## src/rtl/sdiv_q_cbt_axis.sv

```systemverilog
// sdiv_q_cbt_axis
// Fixed-latency shift/compare/subtract divider producing a QI.QF quotient
// from DW-bit operands. It takes one quotient bit per cycle and uses no
// multipliers.
//
// Options:
//   - signed (two's complement) or unsigned operation
//   - truncation toward zero, or round half away from zero
//   - saturation with an overflow flag
//   - divide-by-zero flag
//   - UW-bit sideband carried alongside each operation
//
// Results land in a 2-entry output FIFO. A new operation is accepted only
// while the FIFO is guaranteed to have room for its result, so the write
// path never needs a full check.
//
// Pipeline per operation:
//   accept (operands registered) -> CALC, N = DW+QF+ROUND cycles
//   -> FIN, result formatted and registered -> FIFO write.
// Latency from the accept edge to m_axis_tvalid is N+2 cycles.
// Throughput is one result every N+2 cycles.
module sdiv_q_cbt_axis #(
    parameter int DW     = 16,
    parameter int QI     = 16,
    parameter int QF     = 8,
    parameter int UW     = 8,
    parameter int SIGNED = 0,
    parameter int ROUND  = 0
) (
    input  logic          clk,
    input  logic          rst,
    input  logic          s_axis_tvalid,
    output logic          s_axis_tready,
    input  logic [DW-1:0] s_axis_dividend,
    input  logic [DW-1:0] s_axis_divisor,
    input  logic [UW-1:0] s_axis_tuser,
    output logic          m_axis_tvalid,
    input  logic          m_axis_tready,
    output logic [QI-1:0] m_axis_q_int,
    output logic [QF-1:0] m_axis_q_frac,
    output logic [DW-1:0] m_axis_remainder,
    output logic          m_axis_div_by_zero,
    output logic          m_axis_overflow,
    output logic [UW-1:0] m_axis_tuser,
    output logic          busy
);

    // Fraction bits actually computed: one extra guard bit when rounding.
    localparam int FB   = QF + ROUND;
    // Quotient bits produced, one per CALC cycle.
    localparam int N    = DW + FB;
    // Width of the formatted quotient.
    localparam int QW   = QI + QF;
    // Wide enough to hold the rounded magnitude and the largest limit.
    localparam int CW   = ((N + 1) > (QW + 1)) ? (N + 1) : (QW + 1);
    localparam int CNTW = $clog2(N);

    typedef enum logic [1:0] {
        IDLE = 2'd0,
        CALC = 2'd1,
        FIN  = 2'd2
    } state_t;

    // One completed division as stored in the output FIFO.
    typedef struct packed {
        logic [QW-1:0] q;
        logic [DW-1:0] rem;
        logic          dz;
        logic          ovf;
        logic [UW-1:0] user;
    } res_t;

    state_t state;
    state_t state_nxt;

    // ---------------- operand and iteration registers ----------------
    logic [DW-1:0]   a_raw_r;   // dividend as offered; returned on divide-by-zero
    logic [DW-1:0]   b_mag_r;   // |divisor|
    logic            a_neg_r;   // dividend negative (signed mode only)
    logic            neg_r;     // quotient negative (signed mode only)
    logic            dz_r;      // divisor was zero
    logic [UW-1:0]   user_r;
    logic [N-1:0]    num_r;     // numerator bits shift out, quotient bits shift in
    logic [DW-1:0]   rem_r;     // partial remainder, always < |divisor|
    logic [CNTW-1:0] cnt_r;

    // ---------------- input-side combinational signals ----------------
    logic            accept;
    logic            a_sgn;
    logic            b_sgn;
    logic [DW-1:0]   a_mag;
    logic [DW-1:0]   b_mag;
    logic            calc_done;

    // ---------------- one restoring-division step ----------------
    logic [DW:0]     trial;
    logic [DW-1:0]   diff;
    logic            q_bit;
    logic [DW-1:0]   rem_step;

    // ---------------- FIN formatting ----------------
    logic [CW-1:0]   mag_c;
    logic [CW-1:0]   lim_c;
    logic            ovf_c;
    logic [QW-1:0]   qmag_c;
    res_t            res_c;

    // Staging register between FIN and the FIFO write.
    res_t            res_r;
    logic            res_vld;

    // ---------------- output FIFO ----------------
    res_t            mem [2];
    logic            wr_ptr;
    logic            rd_ptr;
    logic [1:0]      count;
    logic [1:0]      level;
    logic            fifo_rd;
    res_t            head;

    // A staged result counts as occupied, so an accepted operation always has
    // a free slot by the time its own result is written.
    assign level         = count + {1'b0, res_vld};
    assign s_axis_tready = !rst && (state == IDLE) && (level < 2'd2);
    assign accept        = s_axis_tvalid && s_axis_tready;
    assign busy          = (state != IDLE);
    assign calc_done     = (cnt_r == CNTW'(N - 1));

    // Operand magnitudes. The most negative value maps to 2^(DW-1), which
    // still fits in DW unsigned bits.
    assign a_sgn = (SIGNED != 0) && s_axis_dividend[DW-1];
    assign b_sgn = (SIGNED != 0) && s_axis_divisor[DW-1];
    assign a_mag = a_sgn ? (DW'(0) - s_axis_dividend) : s_axis_dividend;
    assign b_mag = b_sgn ? (DW'(0) - s_axis_divisor) : s_axis_divisor;

    // State register.
    // NOTE: sequential state is assigned with <= so every flop samples
    // pre-edge values; a blocking = here would create order-dependent
    // races between always blocks.
    always_ff @(posedge clk) begin
        if (rst) begin
            state <= IDLE;
        end else begin
            state <= state_nxt;
        end
    end

    // Next-state logic: IDLE -> CALC on accept, CALC for N cycles, FIN for one.
    always_comb begin
        state_nxt = state;
        case (state)
            IDLE:    if (accept) state_nxt = CALC;
            CALC:    if (calc_done) state_nxt = FIN;
            FIN:     state_nxt = IDLE;
            default: state_nxt = IDLE;
        endcase
    end

    // One restoring step: shift the next numerator bit into the remainder,
    // then subtract the divisor if it fits.
    always_comb begin
        trial    = {rem_r, num_r[N-1]};
        // trial - |b| is < |b| whenever it is kept, so DW bits are enough.
        diff     = trial[DW-1:0] - b_mag_r;
        q_bit    = (trial >= {1'b0, b_mag_r});
        rem_step = q_bit ? diff : trial[DW-1:0];
    end

    // Operand capture on accept, then one quotient bit per CALC cycle.
    // NOTE: datapath registers carry no reset. They are always loaded on
    // accept before being read, and a reset returns control to IDLE, which
    // discards whatever they hold.
    always_ff @(posedge clk) begin
        case (state)
            IDLE: begin
                if (accept) begin
                    a_raw_r <= s_axis_dividend;
                    b_mag_r <= b_mag;
                    a_neg_r <= a_sgn;
                    neg_r   <= a_sgn ^ b_sgn;
                    dz_r    <= (s_axis_divisor == '0);
                    user_r  <= s_axis_tuser;
                    num_r   <= N'(a_mag) << FB;
                    rem_r   <= '0;
                    cnt_r   <= '0;
                end
            end
            CALC: begin
                num_r <= {num_r[N-2:0], q_bit};
                rem_r <= rem_step;
                cnt_r <= cnt_r + CNTW'(1);
            end
            default: ;
        endcase
    end

    // Result formatting: rounding, saturation, sign, and the zero-divisor case.
    always_comb begin
        // Rounding adds half an LSB using the guard bit, then drops it.
        if (ROUND != 0) begin
            mag_c = (CW'(num_r) + CW'(1)) >> 1;
        end else begin
            mag_c = CW'(num_r);
        end

        // Largest magnitude representable with the result's sign.
        if (SIGNED != 0) begin
            lim_c = neg_r ? (CW'(1) << (QW - 1))
                          : ((CW'(1) << (QW - 1)) - CW'(1));
        end else begin
            lim_c = (CW'(1) << QW) - CW'(1);
        end

        ovf_c  = (mag_c > lim_c);
        qmag_c = ovf_c ? lim_c[QW-1:0] : mag_c[QW-1:0];

        // Negating a zero magnitude yields zero, so -0 is never produced.
        res_c.q    = neg_r ? (QW'(0) - qmag_c) : qmag_c;
        res_c.rem  = a_neg_r ? (DW'(0) - rem_r) : rem_r;
        res_c.dz   = 1'b0;
        res_c.ovf  = ovf_c;
        res_c.user = user_r;

        if (dz_r) begin
            res_c.dz  = 1'b1;
            res_c.ovf = 1'b0;
            res_c.rem = a_raw_r;
            if (SIGNED != 0) begin
                res_c.q = a_neg_r ? (QW'(1) << (QW - 1))
                                  : ((QW'(1) << (QW - 1)) - QW'(1));
            end else begin
                res_c.q = {QW{1'b1}};
            end
        end
    end

    // Register the formatted result at the end of FIN, then hand it to the FIFO.
    always_ff @(posedge clk) begin
        if (rst) begin
            res_vld <= 1'b0;
        end else begin
            res_vld <= (state == FIN);
        end
        if (state == FIN) begin
            res_r <= res_c;
        end
    end

    assign fifo_rd = m_axis_tvalid && m_axis_tready;

    // Two-entry in-order FIFO. Write and read may occur in the same cycle.
    // NOTE: this small memory is reset so that every output reads 0 after
    // reset instead of stale contents.
    always_ff @(posedge clk) begin
        if (rst) begin
            mem[0] <= '0;
            mem[1] <= '0;
            wr_ptr <= 1'b0;
            rd_ptr <= 1'b0;
            count  <= 2'd0;
        end else begin
            if (res_vld) begin
                mem[wr_ptr] <= res_r;
                wr_ptr      <= ~wr_ptr;
            end
            if (fifo_rd) begin
                rd_ptr <= ~rd_ptr;
            end
            count <= count + {1'b0, res_vld} - {1'b0, fifo_rd};
        end
    end

    // The head entry drives the outputs and stays put until it is read.
    assign head               = mem[rd_ptr];
    assign m_axis_tvalid      = (count != 2'd0);
    assign m_axis_q_int       = head.q[QW-1:QF];
    assign m_axis_q_frac      = head.q[QF-1:0];
    assign m_axis_remainder   = head.rem;
    assign m_axis_div_by_zero = head.dz;
    assign m_axis_overflow    = head.ovf;
    assign m_axis_tuser       = head.user;

endmodule

```

## config.mk

```make
export PLATFORM = sky130hd
export DESIGN_NAME = sdiv_q_cbt_axis
export DESIGN_NICKNAME = d
export VERILOG_FILES = /design/src/rtl/sdiv_q_cbt_axis.sv
export SDC_FILE = /design/constraint.sdc
export NUM_CORES = 1
export LEC_CHECK = 0
export ABC_AREA = 1
export BUFFER_PORTS_ARGS = -buffer_cell sky130_fd_sc_hd__buf_2
export CAP_MARGIN = 40
export CORE_MARGIN = 4
export CORE_UTILIZATION = 45
export DETAILED_ROUTE_END_ITERATION = 7
export GPL_ROUTABILITY_DRIVEN = 1
export GPL_TIMING_DRIVEN = 0
export PLACE_DENSITY = 0.73
export SLEW_MARGIN = 20
export SYNTH_ARGS = -nofsm -noshare
export SYNTH_HDL_FRONTEND = slang
export SYNTH_SLANG_ARGS = --single-unit
```

## constraint.sdc

```tcl
create_clock -name clk -period 3.49 [get_ports clk]
set_clock_uncertainty 0.05 [all_clocks]
set_input_delay 0.349 -clock clk [delete_from_list [all_inputs] [get_ports clk]]
set_output_delay 0.349 -clock clk [all_outputs]
set_load 0.02 [all_outputs]
```

==> results.toml <==
[worst_setup_path]
worstPathMaxFanout = 50
crit_path_cell_trace = "dlygate4sd3_1 -> buf_2 -> clkinv_1 -> nand2_1 -> clkbuf_1 -> nand2_4"
cp_slowest_cell = "nand2_4"
required_ps = 3540
slowest_delay_ps = 530
rr_startpoint = "state[1]"
critPathArrivalTime_ps = 2790
cp-end-kind = "flop"
cp-startpoint = "rst"
startpoint_type = "input port"
crit_type = "in2reg"

[timing]
fin_ws_ps = 749
clock.fmax_mhz = 365
rsz0062_at_grt = "false"
hold_viol = 0
setup_viol_count_final = 0
drv_slew = 0
max_slew_margin = 0.507
worstMarginPinSlew_ps = 739
period_share = 0.785
finalCriticalPeriod_ps = 2740

[pwr]
vdd_drop_max_uv = 380
swShare = 0.274
fin_total_pwr_mw = 7.58
combPwrFrac = 0.183
power.density_nw_per_um2 = 583
clockPowerShare = 0.346
leakagePower_nw = 5.70
p_switching_mw = 2.08
p_int_mw = 5.50
seq_power_share = 0.471

[place]
dp_slack_ps = 744
dp_cells = 1391
gp_congestion = 0.911
io_buffers = 96
dp_hpwl_mm = 15.2

[clocking]
cts_resized = 0
path_clk_slew_ps = 60
ctsHoldBuffers = 33
cts_sinks = 244
cts.path.max_buffers = 3
root_buffer = "clkbuf_16"
cts_buffers = 26
htreeDepth = 1
post_cts_buffers = 0
cts_tree = "yes"
insertion_delay_ps = 530

[hold_path]
min_path_type = "in2reg"
hold_start = "s_axis_dividend[2]"

[logic_synthesis]
synth_compound_area_frac = 0.0214
ys.flop_type = "edfxtp_1"
synth.area.top_cells = "edfxtp_1 (65%), nand2_1 (6.6%), inv_1 (5.5%)"
synth_area_per_cell_um2 = 11.1
synthCells = 972
synth_top_family_by_area = "simple AND/OR/NAND/NOR gates"
yosys.area_share.simple = 0.156
syn-cell-area_um2 = 10800
synthArstFlopShare = 0
ys_seq_area_frac = 0.669
ys_types = 33
synth_top_area_frac = 0.654
synth.net_count = 1036
synth_edf_count = 236
synth-seq-cells = 244
synthAdderAreaFrac = 0.0238
synth_mux_area_frac = 0.0520
synth_common_cells = "edfxtp_1 (236), nand2_1 (190), inv_1 (160)"
synth_xor_area_frac = 0.00566
yosysWarnings = 0
synth.most_common_cell = "edfxtp_1"
yosys.area.top_type = "edfxtp_1"

[finish]
nFillCells = 2013
stdcell_count = 1473
synthToLayoutAreaGrowth_pct = 20.0
drive_above_1_share = 0.194
nets = 1199
antenna_cells = 0

[detailed_routing]
wl_met2_mm = 10.8
drcViolationCount = 0
drt_iter0_markers = 427
highest_layer = "met4"
ant_nets = 0
m1WireLength_mm = 9.65
avgViaCountPerCell = 4.76
wl_met3_mm = 1.19
firstDrtPassIters = 5
num_vias = 7006
wl_per_cell_um = 15.1
wl_mm = 22.2

[die]
start_util = 0.460
coreArea_um2 = 23500
fp.dieH_um = 163
io_pins = 97
fp.dieW_um = 163
row_count = 56
dieArea_um2 = 26600

[global_routing]
grt.overflow.total = 0
antenna_found_initial = 0
first_global_vias = 6987
grt_max_degree = 51
grt_use_total = 0.167
grt_pass1_wl_mm = 35.1

[run]
max_cap_violations = 0

[status]
status = "finished clean"
[per-stage QoR]
stage,cell area [µm²],hold slack (ps),util,setup TNS [ps]
detailed placement,11800,356,0.503,0
global route,13000,2.05,0.552,0
floorplan,10800,350,-,0
global placement,11700,352,0.497,-55920
finish,13000,23.2,0.552,0
CTS,13000,1.01,0.551,0
[metal layers]
layer | vias to the layer above | global-route usage
li1 | 3501 | -
met1 | 3269 | 0.215
met2 | 195 | 0.292
met3 | 41 | 0.0275
met4 | 0 | 0.0450
met5 | - | 0
[registers in the layout, indices dropped and copies added (netlist names), named ones only]
| signal | flops |
|---|---|
| user_r | 8 |
| rd_ptr | 1 |
| b_mag_r | 16 |
| count | 2 |
| res_r | 50 |
| mem | 100 |
| a_raw_r | 16 |
| rem_r | 16 |
| res_vld | 1 |
| dz_r | 1 |
| wr_ptr | 1 |
| state | 2 |
| num_r | 24 |
| cnt_r | 5 |
[power groups by stage]
| stage | clock [mW] | combinational [mW] | sequential, mW |
|---|---|---|---|
| floorplan | 0 | 0.993 | 3.59 |
| global placement | 0 | 1.30 | 3.63 |
| detailed placement | 0 | 1.35 | 3.63 |
| CTS | 2.67 | 1.39 | 3.57 |
| global route | 2.79 | 1.56 | 3.58 |
| finish | 2.62 | 1.39 | 3.57 |
[final timing paths]
| path | slack, ps | cells past startpoint | endpoint |
|---|---|---|---|
| max reg2reg | 1140 | 5 | num_r[1] |
| min reg2reg | 370 | 0 | res_r[4] |
| max | 750 | 6 | mem[0][20] |
| min | 20 | 1 | a_raw_r[2] |
[cells by family (layout without fill, tap and decap cells)]
kind of cell | Yosys count | after routing
DFF | 244 | 244
buffers and inverters | 197 | 379
xor gates and xnor gates | 7 | 7
and+or+nand+nor | 408 | 408
other | 1 | 1
AOI/OAI and AO/OA | 45 | 45
adders and majority gates | 20 | 20
muxes | 50 | 50
[layout make-up]
cell class | instances | area (µm²) | share of cell area
buffer | 31 | 154 | 0.0118
clock buffer | 35 | 684 | 0.0527
clock inverter | 12 | 123 | 0.00944
inverter | 166 | 623 | 0.0480
multi-input combinational | 531 | 2830 | 0.218
sequential | 244 | 7250 | 0.558
tap | 319 | 399 | 0.0307
timing repair buffer | 135 | 933 | 0.0718
[worst max-delay path: cells and delay by family]
family | cells | cell delay (ps)
AND/OR/NAND/NOR | 2 | 950
buffers and inverters | 4 | 1440
[cells in the final DEF (no fill, tap or decap), drive strengths merged]
cell type | synthesis | layout
or2 | 2 | 2
conb | 1 | 1
o31ai | 1 | 1
nor2 | 161 | 161
clkinvlp | 0 | 2
clkbuf | 21 | 56
inv | 165 | 165
and2 | 2 | 2
nand4 | 5 | 5
a21oi | 13 | 13
fa | 1 | 1
o21ai | 31 | 31
nor3 | 6 | 6
edfxtp | 236 | 236
xnor2 | 1 | 1
and3 | 1 | 1
xor2 | 6 | 6
nand2 | 196 | 196
mux2 | 50 | 50
ha | 19 | 19
dlygate4sd3 | 0 | 35
nor4 | 4 | 4
clkinv | 1 | 9
buf | 10 | 110
nand3 | 31 | 31
dfxtp | 8 | 8
bufinv | 0 | 2
Note: power is estimated with default switching activity, not from simulation.
